File: config.mk
export PLATFORM = sky130hd
export DESIGN_NAME = alu_share_arbiter
export DESIGN_NICKNAME = d
export VERILOG_FILES = /design/src/rtl/alu_share_arbiter.sv
export SDC_FILE = /design/constraint.sdc
export NUM_CORES = 1
export LEC_CHECK = 0
export ABC_CLOCK_PERIOD_IN_PS = 8450
export BUFFER_PORTS_ARGS = -buffer_cell sky130_fd_sc_hd__buf_4
export CELL_PAD_IN_SITES_DETAIL_PLACEMENT = 0
export CELL_PAD_IN_SITES_GLOBAL_PLACEMENT = 1
export CORE_ASPECT_RATIO = 1.5
export CORE_MARGIN = 4
export CORE_UTILIZATION = 38
export DETAILED_ROUTE_END_ITERATION = 7
export HOLD_SLACK_MARGIN = 0.05
export PLACE_DENSITY = 0.77
export SLEW_MARGIN = 20
export SYNTH_ARGS = -nofsm -noshare
export SYNTH_HDL_FRONTEND = slang
export SYNTH_SLANG_ARGS = --single-unit
File: constraint.sdc
create_clock -name clk -period 8.45 [get_ports clk]
set_clock_uncertainty 0.2 [all_clocks]
set_input_delay 1.2675 -clock clk [delete_from_list [all_inputs] [get_ports clk]]
set_output_delay 1.2675 -clock clk [all_outputs]
set_load 0.1 [all_outputs]
File: src/rtl/alu_share_arbiter.sv
// rtl/alu_share_arbiter.sv - round-robin share of one 4-bit ALU among NUM_REQ requesters
module alu_share_arbiter #(
  parameter int NUM_REQ = 4,
  parameter int CNT_W   = 16,
  localparam int ID_W   = $clog2(NUM_REQ)
) (
  input  logic                 clk,
  input  logic                 rst_n,
  input  logic [NUM_REQ-1:0]   req_valid,
  input  logic [4*NUM_REQ-1:0] req_a,
  input  logic [4*NUM_REQ-1:0] req_b,
  input  logic [3*NUM_REQ-1:0] req_op,
  output logic [NUM_REQ-1:0]   req_ready,
  output logic                 rsp_valid,
  input  logic                 rsp_ready,
  output logic [ID_W-1:0]      rsp_id,
  output logic [7:0]           rsp_data,
  output logic                 rsp_err,
  output logic                 busy,
  output logic [CNT_W-1:0]     op_count
);

  typedef enum logic [1:0] {S_IDLE, S_EXEC, S_RESP} state_t;

  state_t          state;
  logic [ID_W-1:0] rr_ptr;
  logic [3:0]      a_q;
  logic [3:0]      b_q;
  logic [2:0]      op_q;

  logic            grant_found;
  logic [ID_W-1:0] grant_id;
  logic [ID_W-1:0] scan_id;
  int              scan_idx;

  logic [7:0]      a8;
  logic [7:0]      b8;
  logic [7:0]      alu_data;
  logic            alu_err;

  // Scan starts one past the last winner so the previous owner is considered last.
  always_comb begin
    grant_found = 1'b0;
    grant_id    = '0;
    scan_idx    = 0;
    scan_id     = '0;
    for (int k = 1; k <= NUM_REQ; k++) begin
      scan_idx = int'(rr_ptr) + k;
      if (scan_idx >= NUM_REQ) scan_idx = scan_idx - NUM_REQ;
      scan_id = ID_W'(scan_idx);
      if (!grant_found && req_valid[scan_id]) begin
        grant_found = 1'b1;
        grant_id    = scan_id;
      end
    end
  end

  assign req_ready = (state == S_IDLE && grant_found) ? (NUM_REQ'(1) << grant_id) : '0;
  assign busy      = (state != S_IDLE);

  always_comb begin
    a8       = {4'b0000, a_q};
    b8       = {4'b0000, b_q};
    alu_data = 8'h00;
    alu_err  = 1'b0;
    case (op_q)
      3'b000: alu_data = a8 + b8;
      3'b001: alu_data = a8 - b8;
      3'b010: alu_data = a8 * b8;
      3'b011: begin
        if (b_q == 4'd0) begin
          alu_data = 8'hFF;
          alu_err  = 1'b1;
        end else begin
          alu_data = a8 / b8;
        end
      end
      3'b100: alu_data = a8 & b8;
      3'b101: alu_data = a8 | b8;
      default: begin
        alu_data = 8'h00;
        alu_err  = 1'b1;
      end
    endcase
  end

  always_ff @(posedge clk) begin
    if (!rst_n) begin
      state     <= S_IDLE;
      rr_ptr    <= ID_W'(NUM_REQ - 1);
      a_q       <= '0;
      b_q       <= '0;
      op_q      <= '0;
      rsp_valid <= 1'b0;
      rsp_id    <= '0;
      rsp_data  <= '0;
      rsp_err   <= 1'b0;
      op_count  <= '0;
    end else begin
      case (state)
        S_IDLE: begin
          if (grant_found) begin
            a_q    <= req_a[4*grant_id +: 4];
            b_q    <= req_b[4*grant_id +: 4];
            op_q   <= req_op[3*grant_id +: 3];
            rsp_id <= grant_id;
            rr_ptr <= grant_id;
            state  <= S_EXEC;
          end
        end
        S_EXEC: begin
          rsp_data  <= alu_data;
          rsp_err   <= alu_err;
          rsp_valid <= 1'b1;
          state     <= S_RESP;
        end
        S_RESP: begin
          if (rsp_valid && rsp_ready) begin
            rsp_valid <= 1'b0;
            if (op_count != {CNT_W{1'b1}}) op_count <= op_count + 1'b1;
            state <= S_IDLE;
          end
        end
        default: state <= S_IDLE;
      endcase
    end
  end

endmodule
==> Flow_metrics.wiki <==
{| class="wikitable"
! Metric !! Value
|-
| Count of yosys warnings during synthesis || 0
|-
| Highest clock rate || 0.124 GHz
|-
| Crit-path most repeated cell || sky130_fd_sc_hd__o21a_1
|-
| GR Util All Layers || 19.1%
|-
| Wire length of the first global-routing pass || 20.8 mm
|-
| CP top delay family || compound AO/OA/AOI/OAI gates
|-
| GRT overflow || 0
|-
| Library cell occupying the most area in the post-synthesis netlist || sky130_fd_sc_hd__dfxtp_1
|-
| Maximum root-to-sink buffer count || 2
|-
| Hold/Removal Path Class || reg -> reg
|-
| Core footprint || 11200 um^2
|-
| Site Rows || 47
|-
| Initial standard-cell utilization of the core || 39.2%
|-
| Required time at the worst-slack endpoint || 8450 ps
|-
| CP max FO || 5
|-
| Primary flip-flop cell chosen by synthesis mapping || sky130_fd_sc_hd__dfxtp_1
|-
| Nets || 756
|-
| Drt wl/cell || 15.4 um
|-
| Maximum number of pins on one net before global-route repair || 46
|-
| Fraction of final layout cells with drive strength greater than 1 || 26.6%
|-
| Post-Syn Area || 4380 um^2
|-
| Horizontal extent of the die || 95.7 um
|-
| Count of clock tree sinks || 43
|-
| Slowest cell on the critical path || sky130_fd_sc_hd__mux2_4
|-
| Commonest cells in the synthesized netlist || sky130_fd_sc_hd__nand2_1, sky130_fd_sc_hd__ha_1, sky130_fd_sc_hd__dfxtp_1
|-
| Library cell with the highest instance count after synthesis || sky130_fd_sc_hd__nand2_1
|-
| Setup violation total in the final timing report || 0
|-
| Reg2Reg Setup Slack || 370 ps
|-
| Worst Reg-to-Reg Cells || 41
|-
| Slew at the pin closest to its max-slew limit || 1070 ps
|-
| Min cycle time layout || 8080 ps
|-
| Critical Path AT || 8080 ps
|-
| Area growth from synthesis to layout || 29.4%
|-
| Clk_lat worst skew || 290 ps
|-
| CP endpoint kind || register
|-
| Critical R2R Capture || rsp_data[0]
|-
| Startpoint of the lowest-slack register-to-register path || b_q[0]
|-
| Number of global-route vias before repair || 4426
|-
| TritonCTS clock tree || done
|-
| Fraction of registers with async set or reset after synthesis || 0%
|-
| Violation count after the first detailed-routing iteration || 111
|-
| Router iterations before antenna repair || 4
|-
| Number of max-cap violations || 0
|-
| Critical path buffers and inverters || 5
|-
| Final critical-path share of the clock period || 95.7%
|-
| Hold depth || 2
|-
| Max H-tree Level || 2
|-
| Headroom to the max-slew limit || 28.8%
|-
| Post-DRT Antenna Nets || 0
|-
| Final core utilization || 50.8%
|-
| Worst hold path startpoint || rsp_id[1]
|-
| Final setup slack of the worst path || 366 ps
|-
| Post-place setup slack || -202 ps
|-
| Post-detailed-routing wire length || 12.2 mm
|-
| Syn Inst Count || 544
|-
| Post-detailed-route via-to-cell ratio || 5.35
|-
| Top area cells in the synthesized netlist || sky130_fd_sc_hd__dfxtp_1, sky130_fd_sc_hd__ha_1, sky130_fd_sc_hd__nand2_1
|-
| Nature of the critical path startpoint || register
|-
| Seq cells post-synth || 43
|-
| Number of diodes || 0
|-
| Via count || 4239
|-
| Chip Height || 140 um
|-
| Syn_area_per_cell || 8.06 um^2
|-
| Port bufs || 83
|-
| Number of flops mapped to enable cells by yosys || 0
|-
| Final Wtd Congestion || 0.848
|-
| Die Footprint || 13400 um^2
|-
| Number of unique standard cell types used by synthesis || 55
|-
| Clock Pin Slew Worst Setup and Hold Paths || 60 ps
|-
| Number of slew-limit violations in the final report || 0
|-
| Sequential element share of the synthesized area || 19.6%
|-
| Area share of the largest cell type after synthesis || 19.6%
|-
| DRC viols || 0
|-
| Result of the run || finished clean
|-
| Max incr delay on CP || 340 ps
|-
| CTS Hold Bufs || 0
|-
| Library cell used as clock root buffer || sky130_fd_sc_hd__clkbuf_16
|-
| End of the worst hold path || rsp_id[1]
|-
| Top Ports || 84
|-
| Number of hold-slack violations in the final timing report || 0
|-
| Antenna violations before repair || 0
|-
| Post-detailed-placement half-perimeter wirelength || 9.72 mm
|-
| Clock buffer count from CTS || 5
|-
| Critical path class || reg -> reg
|}
[tightest hold or removal path: stages (launching register included)]
cell                       delay, ps
sky130_fd_sc_hd__dfxtp_1         310
sky130_fd_sc_hd__nand2_1          50
sky130_fd_sc_hd__a21boi_0         60
[what timing repair did]
action,in CTS,in global routing
gates resized for setup,5,25
hold endpoints to repair,0,0
setup endpoints to repair,1,1
pin swaps,5,21
buffers inserted,4,11
[flip-flops by register name, summed over array words and instances (netlist names)]
signal and count:
op_count 16, rsp_data 8, a_q 4, b_q 4, op_q 3, rr_ptr 2, rsp_id 2, state 2
rsp_err 1, rsp_valid 1
[cells in the final DEF, fill, tap and decap left out, types with 4 or more instances in the layout]
cell type,Yosys,layout
sky130_fd_sc_hd__conb_1,1,4
sky130_fd_sc_hd__clkbuf_16,0,5
sky130_fd_sc_hd__fa_1,6,6
sky130_fd_sc_hd__a21boi_0,19,18
sky130_fd_sc_hd__o211ai_1,13,13
sky130_fd_sc_hd__nor2b_1,15,15
sky130_fd_sc_hd__o21a_1,9,9
sky130_fd_sc_hd__nand2_1,62,62
sky130_fd_sc_hd__xor2_1,10,10
sky130_fd_sc_hd__a21o_1,7,7
sky130_fd_sc_hd__nor2_1,34,31
sky130_fd_sc_hd__nand2b_1,12,12
sky130_fd_sc_hd__o21ai_0,22,20
sky130_fd_sc_hd__nand4_1,6,6
sky130_fd_sc_hd__and2_1,14,14
sky130_fd_sc_hd__o31ai_1,4,4
sky130_fd_sc_hd__a21oi_1,25,21
sky130_fd_sc_hd__or3_1,9,9
sky130_fd_sc_hd__a31oi_1,7,7
sky130_fd_sc_hd__dfxtp_1,43,41
sky130_fd_sc_hd__xnor2_1,15,15
sky130_fd_sc_hd__inv_1,27,25
sky130_fd_sc_hd__buf_4,0,111
sky130_fd_sc_hd__nor3_1,12,11
sky130_fd_sc_hd__mux2i_1,17,16
sky130_fd_sc_hd__a22oi_1,7,7
sky130_fd_sc_hd__nand3_1,12,12
sky130_fd_sc_hd__ha_4,0,8
sky130_fd_sc_hd__ha_1,54,46
sky130_fd_sc_hd__a21oi_2,0,4
sky130_fd_sc_hd__mux2_2,20,18
[metrics by stage]
stage / std cells / area, um^2 / hold WS, ps / setup TNS (ps)
floorplan: 547 / 4400 / 286 / 0
detailed placement: 770 / 5240 / 261 / -202
CTS: 782 / 5440 / 271 / 0
finish: 793 / 5670 / 270 / 0
global route: 793 / 5670 / 288 / -59.4
global placement: 770 / 5240 / 261 / 0
[final cells by class]
cell class | instances | area [um^2]
fill | 1137 | 5500
clock buffer | 6 | 129
inverter | 27 | 101
multi-input combinational | 457 | 3550
sequential | 43 | 863
timing repair buffer | 111 | 833
clock inverter | 2 | 12.5
tap | 147 | 184
[worst max-delay path by stage]
stage	startpoint	endpoint	slack [ps]	depth (start not counted)
finish	b_q[0]	rsp_data[0]	370	41
global route	b_q[0]	rsp_data[0]	-60	42
CTS	b_q[0]	rsp_data[0]	10	42
detailed placement	b_q[0]	rsp_data[0]	-200	40
global placement	b_q[0]	rsp_data[0]	100	38
floorplan	b_q[0]	rsp_data[0]	20	40
[cell families (layout without fill, tap and decap cells)]
group	count (synthesis)	after routing	synth area share (%)
fa+ha+maj	60	60	18.2
mux	37	37	9.02
compound gates	139	139	22.0
simple gates	192	192	22.0
xor+xnor	25	25	4.99
other cells	1	4	0.0855
buf+inv	47	146	4.05
flops	43	43	19.6
[layer usage]
metal	track usage [%]	up-vias	wire, um
met4	5.85	0	236
met3	2.86	20	515
met5	0	-	0
met1	21.7	1977	5010
met2	35.4	96	6470
li1	-	2146	-
Power is left out: the tool's default activity adds up to more than one toggle a clock period on the data nets, which glitch-free logic cannot reach.
